## config.mk

```make
export PLATFORM = sky130hd
export DESIGN_NAME = mmio_gpio_pwm
export DESIGN_NICKNAME = d
export VERILOG_FILES = /design/src/rtl/mmio_gpio_pwm_pkg.sv /design/src/rtl/mmio_gpio_pwm_channel.sv /design/src/rtl/mmio_gpio_pwm.sv
export SDC_FILE = /design/constraint.sdc
export NUM_CORES = 1
export LEC_CHECK = 0
export CAP_MARGIN = 40
export CELL_PAD_IN_SITES_DETAIL_PLACEMENT = 1
export CELL_PAD_IN_SITES_GLOBAL_PLACEMENT = 2
export CORE_ASPECT_RATIO = 2
export CORE_MARGIN = 5
export CORE_UTILIZATION = 42
export DETAILED_ROUTE_END_ITERATION = 8
export PLACE_DENSITY = 0.92
export SETUP_SLACK_MARGIN = 0.05
export SYNTH_ARGS = -nofsm -noshare
export SYNTH_HDL_FRONTEND = slang
export SYNTH_SLANG_ARGS = --single-unit
```

## constraint.sdc

```tcl
create_clock -name clk -period 4.77 [get_ports clk]
set_input_delay 0.7155 -clock clk [delete_from_list [all_inputs] [get_ports clk]]
set_output_delay 0.7155 -clock clk [all_outputs]
set_load 0.01 [all_outputs]
```

## src/rtl/mmio_gpio_pwm_pkg.sv

```systemverilog
// Shared definitions for the memory-mapped GPIO/PWM peripheral:
// register indices, register-space size and the reset PWM period.
package mmio_gpio_pwm_pkg;

  typedef enum logic [3:0] {
    SCRATCH_REG    = 4'd0,
    LEDS_REG       = 4'd1,
    BTN_STATE_REG  = 4'd2,
    BTN_EVENT_REG  = 4'd3,
    IRQ_EN_REG     = 4'd4,
    SW_STATE_REG   = 4'd5,
    PWM_PERIOD_REG = 4'd6,
    RGB_COLOR_BASE = 4'd8,
    RGB_DUTY_BASE  = 4'd9
  } reg_idx_e;

  localparam int REG_SPACE = 16;

  function automatic int default_period(input int clk_freq, input int pwm_freq);
    return clk_freq / pwm_freq - 1;
  endfunction

endpackage

```

## src/rtl/mmio_gpio_pwm_channel.sv

```systemverilog
// One RGB PWM channel: colour register, shadow/active duty and
// compare against the shared period counter.
module pwm_channel
  import mmio_gpio_pwm_pkg::*;
#(
  parameter int PWM_WL = 13
) (
  input  logic              clk,
  input  logic              resetn,
  input  logic              wrap,
  input  logic [PWM_WL-1:0] cnt,
  input  logic              color_we,
  input  logic [2:0]        color_wdata,
  input  logic              duty_we,
  input  logic [PWM_WL-1:0] duty_wdata,
  output logic [2:0]        color,
  output logic [PWM_WL-1:0] duty_shadow,
  output logic [2:0]        rgb
);

  logic [PWM_WL-1:0] duty_active;

  // Duty only moves to the active copy on a wrap, so a period is never cut short.
  always_ff @(posedge clk or negedge resetn) begin
    if (!resetn) begin
      color       <= 3'd0;
      duty_shadow <= '0;
      duty_active <= '0;
    end else begin
      if (color_we) color <= color_wdata;
      if (duty_we) duty_shadow <= duty_wdata;
      if (wrap) duty_active <= duty_shadow;
    end
  end

  assign rgb = color & {3{cnt < duty_active}};

endmodule

```

## src/rtl/mmio_gpio_pwm.sv

```systemverilog
// GPIO/PWM slave for the IO window: LEDs, sticky button events with
// maskable interrupt, synchronised switches and shadowed RGB PWM.
module mmio_gpio_pwm
  import mmio_gpio_pwm_pkg::*;
#(
  parameter int CLK_FREQ = 100000000,
  parameter int PWM_FREQ = 20000,
  parameter int WL       = 32,
  parameter int N_LEDS   = 4,
  parameter int N_RGB    = 2,
  parameter int N_BTN    = 4,
  parameter int N_SW     = 4,
  parameter int PWM_WL   = $clog2(CLK_FREQ / PWM_FREQ)
) (
  input  logic               clk,
  input  logic               resetn,
  input  logic               cmd_valid,
  input  logic               cmd_wr,
  input  logic [5:0]         cmd_addr,
  input  logic [WL-1:0]      cmd_wdata,
  input  logic [WL/8-1:0]    cmd_be,
  output logic               rsp_valid,
  output logic [WL-1:0]      rsp_data,
  input  logic [N_BTN-1:0]   btn,
  input  logic [N_SW-1:0]    sw,
  output logic [N_LEDS-1:0]  leds,
  output logic [3*N_RGB-1:0] rgb,
  output logic               irq
);

  localparam int NB = WL / 8;
  localparam logic [PWM_WL-1:0] PERIOD_RST = PWM_WL'(default_period(CLK_FREQ, PWM_FREQ));

  function automatic logic [WL-1:0] lane_mask(input logic [NB-1:0] be);
    logic [WL-1:0] m;
    for (int i = 0; i < NB; i++) m[8*i +: 8] = {8{be[i]}};
    return m;
  endfunction

  logic [3:0]        idx;
  logic              wr_en, rd_en, wrap;
  logic [WL-1:0]     wmask, rd_data, scratch;
  logic [N_BTN-1:0]  btn_prev, btn_event, irq_en, event_clr, event_next;
  logic [N_SW-1:0]   sw_meta, sw_sync;
  logic [PWM_WL-1:0] period_sh, period_act, cnt;
  logic [2:0]        color_arr [4];
  logic [PWM_WL-1:0] duty_arr [4];
  logic [1:0]        unused_addr;

  assign idx         = cmd_addr[5:2];
  assign unused_addr = cmd_addr[1:0];
  assign wr_en       = cmd_valid & cmd_wr;
  assign rd_en       = cmd_valid & ~cmd_wr;
  assign wmask       = lane_mask(cmd_be);
  assign wrap        = (cnt == period_act);

  // Set beats clear: a new edge survives a coincident write-1-to-clear.
  always_comb begin
    event_clr = '0;
    if (wr_en && idx == BTN_EVENT_REG) begin
      event_clr = cmd_wdata[N_BTN-1:0] & wmask[N_BTN-1:0];
    end else begin
      event_clr = '0;
    end
    event_next = (btn_event & ~event_clr) | (btn & ~btn_prev);
  end

  always_comb begin
    rd_data = '0;
    case (idx)
      SCRATCH_REG:    rd_data = scratch;
      LEDS_REG:       rd_data[N_LEDS-1:0] = leds;
      BTN_STATE_REG:  rd_data[N_BTN-1:0] = btn;
      BTN_EVENT_REG:  rd_data[N_BTN-1:0] = btn_event;
      IRQ_EN_REG:     rd_data[N_BTN-1:0] = irq_en;
      SW_STATE_REG:   rd_data[N_SW-1:0] = sw_sync;
      PWM_PERIOD_REG: rd_data[PWM_WL-1:0] = period_sh;
      default: begin
        if (idx[3] && idx[0]) begin
          rd_data[PWM_WL-1:0] = duty_arr[idx[2:1]];
        end else if (idx[3]) begin
          rd_data[2:0] = color_arr[idx[2:1]];
        end else begin
          rd_data = '0;
        end
      end
    endcase
  end

  always_ff @(posedge clk or negedge resetn) begin
    if (!resetn) begin
      scratch    <= '0;
      leds       <= '0;
      btn_prev   <= '0;
      btn_event  <= '0;
      irq_en     <= '0;
      sw_meta    <= '0;
      sw_sync    <= '0;
      period_sh  <= PERIOD_RST;
      period_act <= PERIOD_RST;
      cnt        <= '0;
      irq        <= 1'b0;
      rsp_valid  <= 1'b0;
      rsp_data   <= '0;
    end else begin
      btn_prev  <= btn;
      btn_event <= event_next;
      sw_meta   <= sw;
      sw_sync   <= sw_meta;
      irq       <= |(btn_event & irq_en);
      rsp_valid <= rd_en;
      rsp_data  <= rd_en ? rd_data : '0;
      if (wr_en && idx == SCRATCH_REG)
        scratch <= (scratch & ~wmask) | (cmd_wdata & wmask);
      if (wr_en && idx == LEDS_REG)
        leds <= (leds & ~wmask[N_LEDS-1:0]) | (cmd_wdata[N_LEDS-1:0] & wmask[N_LEDS-1:0]);
      if (wr_en && idx == IRQ_EN_REG)
        irq_en <= (irq_en & ~wmask[N_BTN-1:0]) | (cmd_wdata[N_BTN-1:0] & wmask[N_BTN-1:0]);
      if (wr_en && idx == PWM_PERIOD_REG)
        period_sh <= (period_sh & ~wmask[PWM_WL-1:0]) | (cmd_wdata[PWM_WL-1:0] & wmask[PWM_WL-1:0]);
      if (wrap) begin
        cnt        <= '0;
        period_act <= period_sh;
      end else begin
        cnt <= cnt + PWM_WL'(1);
      end
    end
  end

  for (genvar k = 0; k < 4; k++) begin : g_ch
    if (k < N_RGB) begin : g_on
      logic              color_we, duty_we;
      logic [2:0]        color_new;
      logic [PWM_WL-1:0] duty_new;

      assign color_we  = wr_en && (idx == 4'(int'(RGB_COLOR_BASE) + 2 * k));
      assign duty_we   = wr_en && (idx == 4'(int'(RGB_DUTY_BASE) + 2 * k));
      assign color_new = (color_arr[k] & ~wmask[2:0]) | (cmd_wdata[2:0] & wmask[2:0]);
      assign duty_new  = (duty_arr[k] & ~wmask[PWM_WL-1:0]) | (cmd_wdata[PWM_WL-1:0] & wmask[PWM_WL-1:0]);

      pwm_channel #(.PWM_WL(PWM_WL)) u_ch (
        .clk        (clk),
        .resetn     (resetn),
        .wrap       (wrap),
        .cnt        (cnt),
        .color_we   (color_we),
        .color_wdata(color_new),
        .duty_we    (duty_we),
        .duty_wdata (duty_new),
        .color      (color_arr[k]),
        .duty_shadow(duty_arr[k]),
        .rgb        (rgb[3*k +: 3])
      );
    end else begin : g_off
      assign color_arr[k] = 3'd0;
      assign duty_arr[k]  = '0;
    end
  end

endmodule

```

# Word level (Yosys, flattened, before mapping)
# Cells that the tools add are included.
dict set report totals {
  reg_bits 187
  inputBits 54
  out_inout_bits 44
  elab_cells 97
}
dict set report op_classes {
  add_sub_neg 1
  n_lt_le_gt_ge 3
  eq_ne 11
  muxes 14
  bitwise_logic 36
  n_reduce_logical 13
}
# cell n
set ops {}
lappend ops {{32-bit AND} 2}
lappend ops {{13-bit AND} 4}
lappend ops {{13-bit two-way mux} 4}
lappend ops {{13-bit OR} 3}
lappend ops {{32-bit two-way mux} 1}
lappend ops {{32-bit inverter} 1}
lappend ops {{32-bit OR} 1}
lappend ops {{4-bit case mux with 7 select lines} 1}
lappend ops {{9-bit case mux with 3 select lines} 1}
lappend ops {{13-bit binary-select mux with 2-bit select} 1}
lappend ops {{13-bit < comparator} 2}
lappend ops {{4-bit AND} 6}
lappend ops {{19-bit two-way mux} 1}
lappend ops {{4-bit == test (second input constant)} 4}
lappend ops {{3-bit AND} 5}
lappend ops {{13-bit by 1-bit adder with 13-bit output (second input constant)} 1}
lappend ops {{13-bit == test} 1}
lappend ops {{13-bit inverter} 1}
lappend ops {{4-bit by 3-bit == test with 1-bit output (second input constant)} 3}
lappend ops {{4-bit inverter} 3}
lappend ops {{4-bit OR} 3}
lappend ops {{1-bit logical AND} 10}
lappend ops {{3-bit two-way mux} 3}
lappend ops {{4-bit by 2-bit == test with 1-bit output (second input constant)} 2}
lappend ops {{other kinds (12)} 14}

# Logic depth before layout (Yosys ltp)
# Gate-level depths: netlist (run 1).
dict set report depth {
  depth_word 8
  depth_mapped 8
  ltp_nobuf 7
}

# Hierarchy
# Synthesis (run 1) repeated with hierarchy kept, for this count alone.
dict set report unflattened {
  cells_unflattened 768
  hier_area_um2 8529.4
}
# mod n_inst cells_per_inst area_each_um2
set by_module_without_submodules {}
lappend by_module_without_submodules {mmio_gpio_pwm 1 518 5801.8}
lappend by_module_without_submodules {pwm_channel 2 125 1363.8}

# Worst setup path before layout (run 1)
# No wires, ideal clock.
dict set report synth_path {
  path_type {reg-to-output}
  from {register cnt[10]}
  to {output port rgb[3]}
  arrival_time_ns 1.747
  path_slack_ns 2.308
  path_stages_with_launch 7
  n_path_buf 0
  path_cell_list {dfrtp_1 > ha_1 > a21o_1 > a21oi_1 > nor2b_1 > a2111oi_0 > and2_1}
}
dict set report synth_via {
  elab_chain_len 2
}
# item line_no
set synth_lines {}
lappend synth_lines {{start: declaration} mmio_gpio_pwm.sv:45} ;# logic [PWM_WL-1:0] period_sh, period_act, cnt;
lappend synth_lines {{start signal: assignment} mmio_gpio_pwm.sv:125} ;# cnt <= cnt + PWM_WL'(1);
lappend synth_lines {{13-bit < comparator} mmio_gpio_pwm_channel.sv:36} ;# assign rgb = color & {3{cnt < duty_active}};
lappend synth_lines {{3-bit AND} mmio_gpio_pwm_channel.sv:36}
lappend synth_lines {{end: declaration} mmio_gpio_pwm.sv:27} ;# output logic [3*N_RGB-1:0] rgb,
# No other way between the ends.

# Worst setup path after layout (run 1)
dict set report layout_path {
  from {register cnt[3]}
  to {output port rgb[5]}
}
# Same word-level chain as after synthesis.

==> results.json, run 1 <==
{
  "status": "completed",
  "rows": 72,
  "drt_iter0_drc": 184,
  "p_per_area_nw_per_um2": 430,
  "reg2reg_depth": 6,
  "criticalPathCategory": "reg -> out",
  "leakage_nw": 4.64,
  "finClkSkew_ps": 13.9,
  "fp.coreArea_um2": 19400,
  "clock_latency_ps": 440,
  "cts_tree": "yes",
  "synth_fa_ha_area_frac": 0.0379,
  "cts_root_buffer": "clkbuf_16",
  "remaining_drc_errors": 0,
  "syn_inst": 634,
  "ys_warn_count": 0,
  "fin_area_um2": 10100,
  "rr_endpoint": "period_act[3]$_DFFE_PN0N_",
  "startpoint": "cnt[3]$_DFF_PN0_",
  "hpwl_um": 16200,
  "r2r-start": "cnt[0]$_DFF_PN0_",
  "vias": 5541,
  "relSlewSlack": 0.435,
  "cts_setup_buffers": 0,
  "area_growth_pct": 22.8,
  "grt-ovfl-total": 0,
  "syn_nets": 713,
  "crit_end": "rgb[5]",
  "cts_sinks": 187,
  "fillerInstances": 1963,
  "slew_violations": 0,
  "drive_above_1_share": 0.253,
  "place.gp.congestion": 0.838,
  "hp-class": "in -> async",
  "nNetsFinal": 813,
  "clk_pin_slew_worst_paths_ps": 80,
  "tns_ps": 0,
  "grt_pass1_wl_um": 35700,
  "start_util": 0.426,
  "first_pass_iters": 5,
  "required_ps": 4050,
  "syn_area_um2": 8240,
  "synth.avg_cell_area_um2": 13.0,
  "antenna_found_initial": 0,
  "htree_levels": 4,
  "synth-simple-area-share": 0.0898,
  "dieArea_um2": 22700,
  "die_w_um": 109,
  "period_share": 0.788,
  "vdd_drop_max_mv": 0.325,
  "yosysSeqAreaShare": 0.570,
  "cp-end-kind": "primary output",
  "grt_max_degree": 94,
  "rsz0062_at_grt": "false",
  "tightest_slew_ps": 844,
  "cts_buffers": 17,
  "hold_buffers": 0,
  "io_pins": 98,
  "placed_area_um2": 9500,
  "hold_viol": 0,
  "io_buffers": 95,
  "period_needed_ps": 3760,
  "die_height_um": 208,
  "synth_top_family_by_area": "multiplexers",
  "post_cts_resized": 0,
  "clk_path_buf_depth": 2,
  "ys_types": 46,
  "crit_fanout": 8,
  "antenna_cells": 0,
  "synthMuxAreaShare": 0.203,
  "synth-xor-area-share": 0.0255,
  "routed_via_density": 5.51,
  "grt_usage": 0.207,
  "cp.arrival_ps": 3040,
  "synth_compound_area_frac": 0.0439,
  "grt_pass1_vias": 6446,
  "drv_cap": 0,
  "r2r_slack_ps": 2360,
  "critPathLaunchType": "flip-flop",
  "power_mw": 4.36,
  "max_freq_mhz": 266,
  "setup_viol": 0,
  "avgRoutedWirePerCell_um": 21.8,
  "wl_um": 22000,
  "drtAntennaViolNets": 0,
  "synth_seq_cells": 187
}
[Yosys cell counts (all sizes together)]
master   instances  share of area
and3            21          0.016
o21ai           11         0.0067
a21o             3         0.0027
and4             1         0.0011
a21oi           11         0.0067
nand2b           2         0.0015
mux2           126           0.17
dfstp           14          0.045
or3              2         0.0015
ha              25          0.038
nor4             4         0.0049
o211ai           4         0.0036
nand2           28          0.013
nor3b            5         0.0052
dfrtp          173           0.53
a31oi            2         0.0015
xnor2           11          0.012
a211oi           2         0.0018
o31ai            2         0.0018
a41oi            1         0.0011
or4              1        0.00091
buf              9         0.0086
a221oi           9         0.0096
nand4            8         0.0061
a22oi            2         0.0018
a22o             4         0.0042
and2             3         0.0023
nor3             5         0.0030
inv             31          0.014
nand3           14         0.0085
mux4             6          0.016
xor2            13          0.014
nor2b            6         0.0046
or4b             1         0.0012
a2111oi          1         0.0011
nand3b           1        0.00091
mux2i           12          0.015
nor2            43          0.020
a221o            1         0.0012
clkbuf          16         0.0073
[worst min-delay path by stage]
stage	from	slack (ps)	depth (start not counted)	to
finish	resetn	120	1	btn_prev[1]$_DFF_PN0_
CTS	resetn	130	1	async pin
floorplan	sw_meta[0]$_DFF_PN0_	330	0	sw_sync[0]$_DFF_PN0_
global placement	sw_meta[0]$_DFF_PN0_	340	0	sw_sync[0]$_DFF_PN0_
global route	resetn	140	1	btn_prev[1]$_DFF_PN0_
detailed placement	sw_meta[0]$_DFF_PN0_	350	0	sw_sync[0]$_DFF_PN0_
[metrics by stage]
step | util | setup slack, ps | std cells | hold WS (ps)
global route | 0.523 | 782 | 1006 | 136
detailed placement | 0.490 | 1250 | 974 | 351
CTS | 0.523 | 967 | 1006 | 126
floorplan | - | 2310 | 634 | 331
finish | 0.523 | 1010 | 1006 | 125
global placement | 0.488 | 1150 | 970 | 336
[report_power, final]
part | leakage (nW) | switching, mW | total [mW] | internal (mW)
Sequential | 2.43 | 0.204 | 2.01 | 1.81
Combinational | 1.90 | 0.434 | 0.883 | 0.448
Clock | 0.304 | 0.699 | 1.46 | 0.761
[worst max-delay path, stage by stage, from the launching register on]
cell and delay [ps]:
dfrtp_1 500, ha_1 380, a211oi_1 260, o21ai_0 140, a2111oi_0 420, buf_1 210, and2_1 150, clkdlybuf4s50_1 540
[per-layer routing]
metal	vias up	wire length [µm]	track usage
met2	145	12900	0.383
met3	54	611	0.0329
met4	0	805	0.0876
met5	-	0	0
met1	2891	7620	0.228
li1	2451	-	-
[layout make-up]
| type | instances | area, µm² | share of cell area |
|---|---|---|---|
| multi-input cells | 391 | 3310 | 0.327 |
| inverters | 31 | 116 | 0.0115 |
| well taps | 259 | 324 | 0.0320 |
| clock buffers | 17 | 425 | 0.0420 |
| clock inverters | 15 | 200 | 0.0198 |
| repair buffers | 106 | 1050 | 0.104 |
| flip-flops and latches | 187 | 4700 | 0.464 |
[cell families (layout without fill, tap and decap cells)]
family,after synthesis,count (layout)
adders and majority gates,25,25
AOI/OAI and AO/OA,53,53
and+or+nand+nor,145,145
DFF,187,187
xor gates and xnor gates,24,24
muxes,144,144
buffers and inverters,56,169
[placed cells by master (no fill, tap or decap), drive strengths merged, types with 9 or more instances in the layout]
cell type / n
dfrtp: 173
mux2: 126
clkdlybuf4s50: 94
nor2: 43
inv: 37
nand2: 28
ha: 25
and3: 21
clkbuf: 17
nand3: 14
dfstp: 14
xor2: 13
mux2i: 12
a21oi: 11
o21ai: 11
xnor2: 11
buf: 11
a221oi: 9
(Power assumes the default switching activity.)
==> inputs of run 2 (changes only) <==
--- a/config.mk
+++ b/config.mk
@@ -10,9 +10,9 @@
 export CELL_PAD_IN_SITES_GLOBAL_PLACEMENT = 2
 export CORE_ASPECT_RATIO = 2
 export CORE_MARGIN = 5
-export CORE_UTILIZATION = 42
+export CORE_UTILIZATION = 35
 export DETAILED_ROUTE_END_ITERATION = 8
-export PLACE_DENSITY = 0.92
+export PLACE_DENSITY = 0.82
 export SETUP_SLACK_MARGIN = 0.05
 export SYNTH_ARGS = -nofsm -noshare
 export SYNTH_HDL_FRONTEND = slang
==> constraint.sdc (replaced) <==
create_clock -name clk -period 3.4 [get_ports clk]
set_input_delay 0.51 -clock clk [delete_from_list [all_inputs] [get_ports clk]]
set_output_delay 0.51 -clock clk [all_outputs]
set_load 0.01 [all_outputs]
==> run 2 against run 1 <==
First-iteration DRC count fell by 18%; cell area increased by 1.2%; clock skew is 6.9 ps lower; non-clock buffer count up 16; die area rose by 19%; sequential cell count unchanged; worst hold slack worse by 53 ps; combinational power rose by 46%; setup slack worse by 770 ps; final cell count up 4.0%; utilization is 8.2 points lower; sequential power rose by 40%; critical endpoint is now rgb[1]; largest cell class unchanged.
==> results.json, run 2 (same netlist as run 1, synthesis figures left out) <==
{
  "status": "completed",
  "slew_violations": 0,
  "holdWs_ps": 71.9,
  "htree_levels": 4,
  "vias": 5462,
  "die_w_um": 119,
  "post-place-ws_ps": 263,
  "avgRoutedWirePerCell_um": 21.1,
  "period_needed_ps": 3160,
  "ff_latch_area_um2": 4700,
  "grt-ovfl-total": 0,
  "crit_fanout": 9,
  "hold_viol": 0,
  "final_common_cell": "dfrtp_1",
  "seqPwrFrac": 0.462,
  "io_pins": 98,
  "relSlewSlack": 0.484,
  "final_util": 0.441,
  "p_int_mw": 4.33,
  "io_buffers": 95,
  "layout_common_cells": "171 x dfrtp_1, 123 x mux2_2, 88 x clkdlybuf4s50_1, 43 x nor2_1, 31 x inv_1",
  "hp-class": "in -> async",
  "placed_area_um2": 9610,
  "tightest_slew_ps": 775,
  "setup_ws_ps": 238,
  "start_util": 0.355,
  "nNetsFinal": 829,
  "critPathLaunchType": "flip-flop",
  "dieArea_um2": 26900,
  "criticalPathCategory": "reg -> out",
  "cts_tree": "yes",
  "cts_sinks": 187,
  "die_height_um": 227,
  "setup_viol": 0,
  "period_share": 0.930,
  "finClkSkew_ps": 7.07,
  "drive_above_1_share": 0.275,
  "routed_via_density": 5.22,
  "fin_area_um2": 10200,
  "remaining_drc_errors": 0,
  "clk_pin_slew_worst_paths_ps": 60,
  "grt_usage": 0.170,
  "rsz0062_at_grt": "false",
  "clock_latency_ps": 430,
  "cp.arrival_ps": 2650,
  "drt_iter0_drc": 151,
  "hpwl_um": 17000,
  "switching_share": 0.288,
  "antenna_cells": 0,
  "combPwrFrac": 0.213,
  "tns_ps": 0,
  "cts_root_buffer": "clkbuf_16",
  "grt_max_degree": 81,
  "leakage_nw": 4.78,
  "grt_pass1_wl_um": 35100,
  "cts_buffers": 17,
  "area_growth_pct": 24.3,
  "grt_pass1_vias": 6407,
  "power_frac_clock": 0.326,
  "switchingPower_mw": 1.75,
  "fillerInstances": 2414,
  "antenna_found_initial": 0,
  "drtAntennaViolNets": 0,
  "required_ps": 2890,
  "max_freq_mhz": 316,
  "multi_input_comb_area_um2": 3330,
  "p_per_area_nw_per_um2": 594,
  "drv_cap": 0,
  "first_pass_iters": 4,
  "clk_path_buf_depth": 2,
  "cp-end-kind": "primary output",
  "vdd_drop_max_mv": 0.335,
  "rows": 79,
  "place.gp.congestion": 0.830,
  "fp.coreArea_um2": 23200,
  "wl_um": 22100
}
[run 2: area by class of cell]
| cell class | instances | share of cell area |
|---|---|---|
| sequential | 187 | 0.459 |
| inverter | 31 | 0.0114 |
| clock inverter | 11 | 0.0131 |
| tap | 283 | 0.0346 |
| multi-input combinational | 391 | 0.325 |
| clock buffer | 21 | 0.0440 |
| timing repair buffer | 122 | 0.113 |
[run 2: path summary, 6_finish.rpt]
path                                      start  depth (start not counted)                                            to  slack, ps
min reg2reg                sw_meta[1]$_DFF_PN0_                          0                          sw_sync[1]$_DFF_PN0_        350
max in group asynchronous                resetn                          2                     period_act[8]$_DFFE_PN1N_       2330
min                                      resetn                          1                          sw_meta[2]$_DFF_PN0_         70
min in group clk           sw_meta[1]$_DFF_PN0_                          0                          sw_sync[1]$_DFF_PN0_        350
max                            cnt[2]$_DFF_PN0_                          7                                        rgb[1]        240
max reg2reg                    cnt[9]$_DFF_PN0_                          7  g_ch[1].g_on.u_ch.duty_active[3]$_DFFE_PN0N_        940
[run 2: critical path: stages, from the launching register on]
cell and delay (ps):
dfrtp_2 490, ha_1 350, a21oi_1 150, o21ai_0 110, a31oi_1 190, o211ai_1 170
nor3b_2 200, clkdlybuf4s50_1 560
[run 2: repair_timing]
item / 4_1_cts / 5_1_grt
endpoints found under the setup margin: 5 / 6
resized for setup: 4 / 9
gates cloned: 0 / 0
pin swaps: 0 / 4
hold buffers: 0 / 0
buffers inserted: 1 / 1
[run 2: routing by layer]
metal | GRT usage | part of all wire | vias up
met5 | 0 | 0 | -
met4 | 0.111 | 0.060 | 0
met3 | 0.0308 | 0.021 | 49
met2 | 0.334 | 0.59 | 108
met1 | 0.156 | 0.33 | 2827
li1 | - | - | 2478
[run 2: power groups by stage]
| stage | combinational (mW) | sequential [mW] | clock (mW) |
|---|---|---|---|
| floorplan | 0.826 | 2.74 | 0 |
| global placement | 1.20 | 2.83 | 0 |
| detailed placement | 1.26 | 2.86 | 0 |
| CTS | 1.29 | 2.82 | 2.03 |
| global route | 1.44 | 2.85 | 2.12 |
| finish | 1.29 | 2.81 | 1.98 |
[run 2: stage by stage]
stage               total power, mW  cells
finish                         6.08   1046
global route                   6.41   1046
CTS                            6.15   1045
detailed placement             4.12   1012
global placement               4.03   1012
floorplan                      3.57    634
